### config.mk
export PLATFORM = sky130hd
export DESIGN_NAME = id_ex_stage_flat
export DESIGN_NICKNAME = d
export VERILOG_FILES = /design/src/rtl/id_ex_stage_if.sv /design/src/rtl/id_ex_stage.sv /design/src/flat_wrapper.sv
export SDC_FILE = /design/constraint.sdc
export NUM_CORES = 1
export LEC_CHECK = 0
export ABC_AREA = 1
export ABC_CLOCK_PERIOD_IN_PS = 1700
export BUFFER_PORTS_ARGS = -buffer_cell sky130_fd_sc_hd__clkbuf_2
export CORE_ASPECT_RATIO = 1.25
export CORE_MARGIN = 1.5
export CORE_UTILIZATION = 40
export CTS_BUF_LIST = sky130_fd_sc_hd__clkbuf_4 sky130_fd_sc_hd__clkbuf_8 sky130_fd_sc_hd__clkbuf_16
export CTS_CLUSTER_SIZE = 8
export DETAILED_ROUTE_END_ITERATION = 8
export PLACE_DENSITY = 0.69
export SETUP_SLACK_MARGIN = 0.1
export SYNTH_ARGS = -nofsm -noshare
export SYNTH_HDL_FRONTEND = slang
export SYNTH_SLANG_ARGS = --single-unit
### constraint.sdc
create_clock -name clk -period 1.7 [get_ports clk]
set_input_delay 0.255 -clock clk [delete_from_list [all_inputs] [get_ports clk]]
set_output_delay 0.255 -clock clk [all_outputs]
set_load 0.05 [all_outputs]
### src/rtl/id_ex_stage_if.sv
// Bundle between decode, hazard unit, later stages and the E stage.
// The stage itself takes the slave side.
interface id_ex_stage_if #(
  parameter int DATA_W = 32,
  parameter int REG_W  = 5
);
  logic              StallE;
  logic              FlushE;
  logic [DATA_W-1:0] RD1D;
  logic [DATA_W-1:0] RD2D;
  logic [DATA_W-1:0] SignImmD;
  logic [REG_W-1:0]  RsD;
  logic [REG_W-1:0]  RtD;
  logic [REG_W-1:0]  RdD;
  logic [4:0]        ShamtD;
  logic [2:0]        ALUControlD;
  logic              ALUSrcD;
  logic              ShiftD;
  logic              RegDstD;
  logic              RegWriteD;
  logic              MemWriteD;
  logic              MemtoRegD;
  logic [DATA_W-1:0] ALUOutM;
  logic [REG_W-1:0]  WriteRegM;
  logic              RegWriteM;
  logic [DATA_W-1:0] ResultW;
  logic [REG_W-1:0]  WriteRegW;
  logic              RegWriteW;
  logic [DATA_W-1:0] SrcAE;
  logic [DATA_W-1:0] SrcBE;
  logic [2:0]        ALUControlE;
  logic [DATA_W-1:0] WriteDataE;
  logic [REG_W-1:0]  WriteRegE;
  logic              RegWriteE;
  logic              MemWriteE;
  logic              MemtoRegE;
  logic [REG_W-1:0]  RsE;
  logic [REG_W-1:0]  RtE;
  logic              ValidE;

  modport master (
    output StallE, FlushE,
    output RD1D, RD2D, SignImmD,
    output RsD, RtD, RdD, ShamtD,
    output ALUControlD, ALUSrcD, ShiftD,
    output RegDstD, RegWriteD,
    output MemWriteD, MemtoRegD,
    output ALUOutM, WriteRegM, RegWriteM,
    output ResultW, WriteRegW, RegWriteW,
    input  SrcAE, SrcBE, ALUControlE,
    input  WriteDataE, WriteRegE,
    input  RegWriteE, MemWriteE, MemtoRegE,
    input  RsE, RtE, ValidE
  );

  modport slave (
    input  StallE, FlushE,
    input  RD1D, RD2D, SignImmD,
    input  RsD, RtD, RdD, ShamtD,
    input  ALUControlD, ALUSrcD, ShiftD,
    input  RegDstD, RegWriteD,
    input  MemWriteD, MemtoRegD,
    input  ALUOutM, WriteRegM, RegWriteM,
    input  ResultW, WriteRegW, RegWriteW,
    output SrcAE, SrcBE, ALUControlE,
    output WriteDataE, WriteRegE,
    output RegWriteE, MemWriteE, MemtoRegE,
    output RsE, RtE, ValidE
  );
endinterface

### src/rtl/id_ex_stage.sv
// Decode-to-execute register with MEM/WB forwarding
// and ALU operand selection.
module id_ex_stage #(
  parameter int DATA_W = 32,
  parameter int REG_W  = 5
) (
  input logic           clk,
  input logic           reset,
  id_ex_stage_if.slave  bus
);

  typedef struct packed {
    logic [DATA_W-1:0] rd1;
    logic [DATA_W-1:0] rd2;
    logic [DATA_W-1:0] imm;
    logic [REG_W-1:0]  rs;
    logic [REG_W-1:0]  rt;
    logic [REG_W-1:0]  rd;
    logic [4:0]        shamt;
    logic [2:0]        alu_ctl;
    logic              alu_src;
    logic              shift;
    logic              reg_dst;
    logic              reg_write;
    logic              mem_write;
    logic              mem_to_reg;
    logic              valid;
  } id_ex_t;

  id_ex_t d;
  id_ex_t e_q;

  always_comb begin
    d            = '0;
    d.rd1        = bus.RD1D;
    d.rd2        = bus.RD2D;
    d.imm        = bus.SignImmD;
    d.rs         = bus.RsD;
    d.rt         = bus.RtD;
    d.rd         = bus.RdD;
    d.shamt      = bus.ShamtD;
    d.alu_ctl    = bus.ALUControlD;
    d.alu_src    = bus.ALUSrcD;
    d.shift      = bus.ShiftD;
    d.reg_dst    = bus.RegDstD;
    d.reg_write  = bus.RegWriteD;
    d.mem_write  = bus.MemWriteD;
    d.mem_to_reg = bus.MemtoRegD;
    d.valid      = 1'b1;
  end

  // An all-zero entry is the sll $0,$0,0 bubble.
  always_ff @(posedge clk) begin
    if (reset)
      e_q <= '0;
    else if (bus.FlushE)
      e_q <= '0;
    else if (!bus.StallE)
      e_q <= d;
  end

  logic              a_m;
  logic              a_w;
  logic              b_m;
  logic              b_w;
  logic [DATA_W-1:0] fa;
  logic [DATA_W-1:0] fb;

  // MEM beats WB; register 0 is never forwarded.
  always_comb begin
    a_m = (e_q.rs != '0) && bus.RegWriteM
       && (e_q.rs == bus.WriteRegM);
    a_w = (e_q.rs != '0) && bus.RegWriteW
       && (e_q.rs == bus.WriteRegW) && !a_m;
    b_m = (e_q.rt != '0) && bus.RegWriteM
       && (e_q.rt == bus.WriteRegM);
    b_w = (e_q.rt != '0) && bus.RegWriteW
       && (e_q.rt == bus.WriteRegW) && !b_m;
  end

  always_comb begin
    fa = e_q.rd1;
    unique case (1'b1)
      a_m:     fa = bus.ALUOutM;
      a_w:     fa = bus.ResultW;
      default: fa = e_q.rd1;
    endcase
  end

  always_comb begin
    fb = e_q.rd2;
    unique case (1'b1)
      b_m:     fb = bus.ALUOutM;
      b_w:     fb = bus.ResultW;
      default: fb = e_q.rd2;
    endcase
  end

  assign bus.SrcAE = e_q.shift
                   ? {{(DATA_W-5){1'b0}}, e_q.shamt}
                   : fa;
  assign bus.SrcBE = e_q.alu_src ? e_q.imm : fb;
  assign bus.WriteDataE  = fb;
  assign bus.WriteRegE   = e_q.reg_dst ? e_q.rd : e_q.rt;
  assign bus.ALUControlE = e_q.alu_ctl;
  assign bus.RegWriteE   = e_q.reg_write;
  assign bus.MemWriteE   = e_q.mem_write;
  assign bus.MemtoRegE   = e_q.mem_to_reg;
  assign bus.RsE         = e_q.rs;
  assign bus.RtE         = e_q.rt;
  assign bus.ValidE      = e_q.valid;

endmodule

### src/flat_wrapper.sv
// flat-port wrapper written by rule: the top's interface ports become plain ports
module id_ex_stage_flat 
#(
  parameter int DATA_W = 32,
  parameter int REG_W  = 5
)
  (clk, reset, bus_StallE, bus_FlushE, bus_RD1D, bus_RD2D, bus_SignImmD, bus_RsD, bus_RtD, bus_RdD, bus_ShamtD, bus_ALUControlD, bus_ALUSrcD, bus_ShiftD, bus_RegDstD, bus_RegWriteD, bus_MemWriteD, bus_MemtoRegD, bus_ALUOutM, bus_WriteRegM, bus_RegWriteM, bus_ResultW, bus_WriteRegW, bus_RegWriteW, bus_SrcAE, bus_SrcBE, bus_ALUControlE, bus_WriteDataE, bus_WriteRegE, bus_RegWriteE, bus_MemWriteE, bus_MemtoRegE, bus_RsE, bus_RtE, bus_ValidE);
  id_ex_stage_if #(.DATA_W(DATA_W), .REG_W(REG_W)) bus_i ();
  input logic clk;
  input logic reset;
  input wire logic [$bits(bus_i.StallE)-1:0] bus_StallE;
  input wire logic [$bits(bus_i.FlushE)-1:0] bus_FlushE;
  input wire logic [$bits(bus_i.RD1D)-1:0] bus_RD1D;
  input wire logic [$bits(bus_i.RD2D)-1:0] bus_RD2D;
  input wire logic [$bits(bus_i.SignImmD)-1:0] bus_SignImmD;
  input wire logic [$bits(bus_i.RsD)-1:0] bus_RsD;
  input wire logic [$bits(bus_i.RtD)-1:0] bus_RtD;
  input wire logic [$bits(bus_i.RdD)-1:0] bus_RdD;
  input wire logic [$bits(bus_i.ShamtD)-1:0] bus_ShamtD;
  input wire logic [$bits(bus_i.ALUControlD)-1:0] bus_ALUControlD;
  input wire logic [$bits(bus_i.ALUSrcD)-1:0] bus_ALUSrcD;
  input wire logic [$bits(bus_i.ShiftD)-1:0] bus_ShiftD;
  input wire logic [$bits(bus_i.RegDstD)-1:0] bus_RegDstD;
  input wire logic [$bits(bus_i.RegWriteD)-1:0] bus_RegWriteD;
  input wire logic [$bits(bus_i.MemWriteD)-1:0] bus_MemWriteD;
  input wire logic [$bits(bus_i.MemtoRegD)-1:0] bus_MemtoRegD;
  input wire logic [$bits(bus_i.ALUOutM)-1:0] bus_ALUOutM;
  input wire logic [$bits(bus_i.WriteRegM)-1:0] bus_WriteRegM;
  input wire logic [$bits(bus_i.RegWriteM)-1:0] bus_RegWriteM;
  input wire logic [$bits(bus_i.ResultW)-1:0] bus_ResultW;
  input wire logic [$bits(bus_i.WriteRegW)-1:0] bus_WriteRegW;
  input wire logic [$bits(bus_i.RegWriteW)-1:0] bus_RegWriteW;
  output wire logic [$bits(bus_i.SrcAE)-1:0] bus_SrcAE;
  output wire logic [$bits(bus_i.SrcBE)-1:0] bus_SrcBE;
  output wire logic [$bits(bus_i.ALUControlE)-1:0] bus_ALUControlE;
  output wire logic [$bits(bus_i.WriteDataE)-1:0] bus_WriteDataE;
  output wire logic [$bits(bus_i.WriteRegE)-1:0] bus_WriteRegE;
  output wire logic [$bits(bus_i.RegWriteE)-1:0] bus_RegWriteE;
  output wire logic [$bits(bus_i.MemWriteE)-1:0] bus_MemWriteE;
  output wire logic [$bits(bus_i.MemtoRegE)-1:0] bus_MemtoRegE;
  output wire logic [$bits(bus_i.RsE)-1:0] bus_RsE;
  output wire logic [$bits(bus_i.RtE)-1:0] bus_RtE;
  output wire logic [$bits(bus_i.ValidE)-1:0] bus_ValidE;
  assign bus_i.StallE = bus_StallE;
  assign bus_i.FlushE = bus_FlushE;
  assign bus_i.RD1D = bus_RD1D;
  assign bus_i.RD2D = bus_RD2D;
  assign bus_i.SignImmD = bus_SignImmD;
  assign bus_i.RsD = bus_RsD;
  assign bus_i.RtD = bus_RtD;
  assign bus_i.RdD = bus_RdD;
  assign bus_i.ShamtD = bus_ShamtD;
  assign bus_i.ALUControlD = bus_ALUControlD;
  assign bus_i.ALUSrcD = bus_ALUSrcD;
  assign bus_i.ShiftD = bus_ShiftD;
  assign bus_i.RegDstD = bus_RegDstD;
  assign bus_i.RegWriteD = bus_RegWriteD;
  assign bus_i.MemWriteD = bus_MemWriteD;
  assign bus_i.MemtoRegD = bus_MemtoRegD;
  assign bus_i.ALUOutM = bus_ALUOutM;
  assign bus_i.WriteRegM = bus_WriteRegM;
  assign bus_i.RegWriteM = bus_RegWriteM;
  assign bus_i.ResultW = bus_ResultW;
  assign bus_i.WriteRegW = bus_WriteRegW;
  assign bus_i.RegWriteW = bus_RegWriteW;
  assign bus_SrcAE = bus_i.SrcAE;
  assign bus_SrcBE = bus_i.SrcBE;
  assign bus_ALUControlE = bus_i.ALUControlE;
  assign bus_WriteDataE = bus_i.WriteDataE;
  assign bus_WriteRegE = bus_i.WriteRegE;
  assign bus_RegWriteE = bus_i.RegWriteE;
  assign bus_MemWriteE = bus_i.MemWriteE;
  assign bus_MemtoRegE = bus_i.MemtoRegE;
  assign bus_RsE = bus_i.RsE;
  assign bus_RtE = bus_i.RtE;
  assign bus_ValidE = bus_i.ValidE;
  id_ex_stage #(.DATA_W(DATA_W), .REG_W(REG_W)) u_core (.clk(clk), .reset(reset), .bus(bus_i));
endmodule
# [Word level (Yosys, flattened, before mapping)]
# Cells that the tools add are included.
[op_classes] n_eq_ne=4 n_reduce_logical=15 n_mux=5
[ops] cell="$pmux 32 s2" count=2
[ops] cell="$mux 32" count=2
[ops] cell="$eq 5x5->1" count=4
[ops] cell="$logic_and 1x1->1" count=10
[ops] cell="$reduce_bool 5->1" count=2
[ops] cell="$mux 5" count=1
[ops] cell="$logic_not 1->1" count=2
[ops] cell="$reduce_or 2->1" count=1
[word_totals] ff_bits=126 inputBits=205 out_inout_bits=118

# [Logic depth before layout (Yosys ltp)]
[logic_depth] word_depth=7 depth_mapped=13 ltp_nobuf=12

# [Least setup slack after synthesis]
# No wires, ideal clock.
[synth_timing] path_type="flip-flop to output port" start="register u_core.e_q (netlist bit u_core.bus.RsE[3])" end="output bus_SrcAE[2]" path_stages_with_launch=12 required_time_ps=1445 path_buffers=1 path_slack_ps=-382 t_arrival_ps=1827 cell_sequence="dfxtp_1 > inv_2 > nand2_1 > nand2_1 > nor2_1 > nand2_1 > nor2_2 > buf_4 > nand3_1 > nand2_1 > nor2_1 > nor2_1"
[synth_between] elab_chain_cells=7 elab_cells_between_ends=11 cone_classes="eq/ne (2); mux (2); reduce/logical (7)"
[synth_rtl] item="from (decl)" line="id_ex_stage.sv:31" text="id_ex_t e_q;"
[synth_rtl] item="from (signal assigned)" line="id_ex_stage.sv:55" text="e_q <= '0;"
[synth_rtl] item="from (signal assigned)" line="id_ex_stage.sv:57" text="e_q <= '0;"
[synth_rtl] item="from (signal assigned)" line="id_ex_stage.sv:59" text="e_q <= d;"
[synth_rtl] item="$reduce_bool 5->1" line="id_ex_stage.sv:71, id_ex_stage.sv:73"
[synth_rtl] item="$logic_and 1x1->1" line="id_ex_stage.sv:71" text="a_m = (e_q.rs != '0) && bus.RegWriteM"
[synth_rtl] item="$logic_and 1x1->1" line="id_ex_stage.sv:72" text="&& (e_q.rs == bus.WriteRegM);"
[synth_rtl] item="$logic_not 1->1" line="id_ex_stage.sv:74" text="&& (e_q.rs == bus.WriteRegW) && !a_m;"
[synth_rtl] item="$logic_and 1x1->1" line="id_ex_stage.sv:74"
[synth_rtl] item="$pmux 32 s2 *" line="id_ex_stage.sv:83" text="unique case (1'b1)"
[synth_rtl] item="$mux 32 *" line="id_ex_stage.sv:100" text="? {{(DATA_W-5){1'b0}}, e_q.shamt}"
[synth_rtl] item="to (decl)" line="flat_wrapper.sv:33" text="output wire logic [$bits(bus_i.SrcAE)-1:0] bus_SrcAE;"
# Mark *: on every way between the ends. The rest lies on a longest branch, timed or not.

# [Final worst setup path]
[layout_timing] start="register u_core.e_q (netlist bit u_core.bus.RsE[3])" end="output bus_SrcAE[21]"
# Same word-level chain as after synthesis.

==> out/qor.yml <==
ff2ff_setup_slack_ps: 720
n_antenna_cell: 0
io_pins: 323
cp_common_cell: "nand2_2"
final_hold_viol_count: 0
area_delta_synth_final_pct: 76.25
gp_congestion: 0.9015
cp_cell_sequence: "inv_2 > nand2_2 > nand2_2 > nor2_4 > buf_4 > nand3_4 > clkbuf_16 > nand3_2 > nand3_2 > nand2_2 > clkinvlp_4 > buf_8"
synth.net_count: 1350
grt_pass1_wl_mm: 47.53
start_kind: "flop"
wl_per_cell_um: 19.62
overflow: 0
cp_max_fo: 8
arrival_ps: 2210
worstSetupPathType: "flop to primary output"
fin_nets: 1670
track_usage_pct: 30.70
critPathRequiredTime_ps: 1440
core_sq_um: 18710
critPathMaxStageDelay_ps: 360
floorplan.initialDensity_pct: 40.66
violations: "setup timing"
ys_seq_area_share_pct: 33.16
maxCapViolCount: 0
hp-class: "input pin to flop"
place_ws_ps: -393.2
die_h_um: 157.2
skew_ps: 0
cts.sinks: 126
io_buffers: 322
via_count: 9368
setup_ws_ps: -769.1
drive_gt1_share_pct: 55.82
slowest_stage: "dfxtp_2"
maxSlewViolCount: 0
ant_nets: 0
p_per_area_nw_per_um2: 680.4
cts_buffers: 17
ys_seq_elements: 126
ys.warnings.count: 0
outcome: "finished, violations left"
cts_tree: "done"
cts.path.max_buffers: 2
maxSlewHeadroom_pct: 59.21
syn_avg_cell_area_sq_um: 6.644
power.leakage_nw: 5.934
syn_area_sq_um: 7607
first_pass_iters: 5
syn_inst: 1145
setup_violations: 97
path_clk_slew_ps: 60
viasPerCell: 5.478
fmax_ghz: 0.4050
endpoint_kind: "primary output"
die_area_sq_um: 19860
drtIter0Drc: 753
synth_cell_types: 25
routed_wl_mm: 33.54
htreeDepth: 4
fin_crit_ps: 2469
grt_max_degree: 88
first_global_vias: 9241
min_period_over_period_pct: 145.2
p_total_w: 0.009123
rsz0062_at_grt: "true"
clk_latency_ps: 430
tightest_slew_ps: 611.8
drt_drc_violations_left: 0
ir_worst_vdd_mv: 0.5861
antenna_found_initial: 0
root_buffer: "clkbuf_16"
place_hpwl_mm: 20.20
die_w_um: 126.3
rows: 56
[repair_timing]
action	4_1_cts	5_1_grt
hold buffers	0	0
pin swaps	6	36
endpoints found under the setup margin	101	101
setup buffers	5	5
gates cloned	4	11
gates resized for setup	205	181
[final timing paths]
check                                       from                     endpoint  cells after the start
setup / recovery  u_core.bus.RsE[3]$_SDFFE_PP0N_                bus_SrcAE[21]                     12
setup reg to reg      u_core.e_q[5]$_SDFFE_PP0N_   u_core.e_q[5]$_SDFFE_PP0N_                      3
hold / removal                  bus_SignImmD[29]  u_core.e_q[59]$_SDFFE_PP0N_                      3
hold reg to reg      u_core.e_q[41]$_SDFFE_PP0N_  u_core.e_q[41]$_SDFFE_PP0N_                      2
[per-stage QoR]
| stage | utilization [%] | area [sq um] | hold slack [ps] | cells | setup TNS, ps |
|---|---|---|---|---|---|
| after floorplan | - | 8588 | 399.6 | 1145 | -3938 |
| after global placement | 57.99 | 10850 | 445.3 | 1653 | -24670 |
| after detailed placement | 57.99 | 10850 | 450.1 | 1653 | -27640 |
| after CTS | 67.21 | 12570 | 36.65 | 1694 | -60690 |
| after global routing | 71.67 | 13410 | 47.78 | 1710 | -71670 |
| final | 71.67 | 13410 | 48.15 | 1710 | -64020 |
[flip-flops by register name, summed over array words and instances, names as in the netlist]
register	cells
u_core.bus.RtE	5
u_core.bus.MemWriteE	1
u_core.bus.RsE	5
u_core.bus.ALUControlE	3
u_core.bus.RegWriteE	1
u_core.bus.ValidE	1
u_core.e_q	109
u_core.bus.MemtoRegE	1
[synthesized netlist by cell type]
| cell | count | share of area (%) |
|---|---|---|
| buf_1 | 6 | 0.30 |
| buf_12 | 3 | 0.79 |
| nand4_1 | 1 | 0.082 |
| nor2_2 | 3 | 0.25 |
| nand2_1 | 447 | 22 |
| buf_2 | 19 | 1.2 |
| nand3_2 | 96 | 13 |
| clkbuf_1 | 43 | 2.1 |
| clkinv_1 | 1 | 0.049 |
| xnor2_1 | 3 | 0.35 |
| nor2_4 | 4 | 0.59 |
| a21oi_1 | 115 | 7.6 |
| nor2_1 | 39 | 1.9 |
| dfxtp_1 | 126 | 33 |
| buf_6 | 7 | 1.0 |
| nor2_8 | 1 | 0.26 |
| nand3_1 | 130 | 8.6 |
| nand2_2 | 5 | 0.41 |
| inv_2 | 14 | 0.69 |
| a211oi_1 | 12 | 1.2 |
| or2_2 | 1 | 0.082 |
| nand2_4 | 1 | 0.15 |
| o21ai_0 | 5 | 0.33 |
| buf_4 | 22 | 2.2 |
| inv_1 | 41 | 2.0 |
[placed cells by master (no fill, tap or decap), types with 3 or more instances in the layout]
master,Yosys,final
nand3_4,0,43
inv_4,0,3
dfxtp_2,0,3
buf_8,0,24
nand2_4,1,37
nand2_1,447,323
buf_16,0,6
nand2_2,5,92
clkbuf_8,0,15
nand3_1,130,49
a211oi_1,12,12
dfxtp_4,0,9
clkbuf_2,0,220
inv_1,41,11
clkinvlp_4,0,29
dfxtp_1,126,114
clkbuf_16,0,49
a21oi_1,115,115
buf_4,22,52
nor2_4,4,20
buf_6,7,11
nor2_2,3,3
buf_12,3,42
clkinv_2,0,4
clkinv_4,0,5
inv_2,14,13
nor2_1,39,23
o21ai_2,0,3
nand3_2,96,134
[area by class of cell]
cell class	instances	area (sq um)
Fill cell	1419	5300
Multi-Input combinational cell	863	5665
Timing Repair Buffer	401	3958
Tap cell	232	290.3
Clock buffer	19	464.2
Inverter	56	331.6
Sequential cell	126	2560
Clock inverter	13	138.9
[power by group]
| part | total (W) | switching (W) | internal (W) | leakage (nW) |
|---|---|---|---|---|
| clock | 0.00379 | 0.00150 | 0.00228 | 0.294 |
| combinational | 0.00221 | 0.00133 | 0.000889 | 4.61 |
| sequential | 0.00312 | 0.0000773 | 0.00304 | 1.03 |
| total | 0.00912 | 0.00291 | 0.00622 | 5.93 |
[per-layer routing]
metal	up-vias	part of all wire, %	track usage, %
met5	-	0	0
met4	0	5.6	17.02
met3	138	7.6	6.798
met2	506	51	54.05
met1	4388	36	34.38
li1	4336	-	-
[cell families (layout without fill, tap and decap cells)]
logic type             count (synthesis)  in the layout  share of synthesized area, %
XOR/XNOR                               3              3                        0.3455
buffers and inverters                156            489                         10.43
AND/OR/NAND/NOR                      728            728                         46.99
AO/OA/AOI/OAI                        132            132                         9.079
flip-flops                           126            126                         33.16
[critical path: cells and delay by family, from the launching register on]
kind,cells,cell delay [ps]
buf+inv,5,710
simple gates,7,700
flops,1,360
No activity file was read; power rests on OpenSTA's default activity.
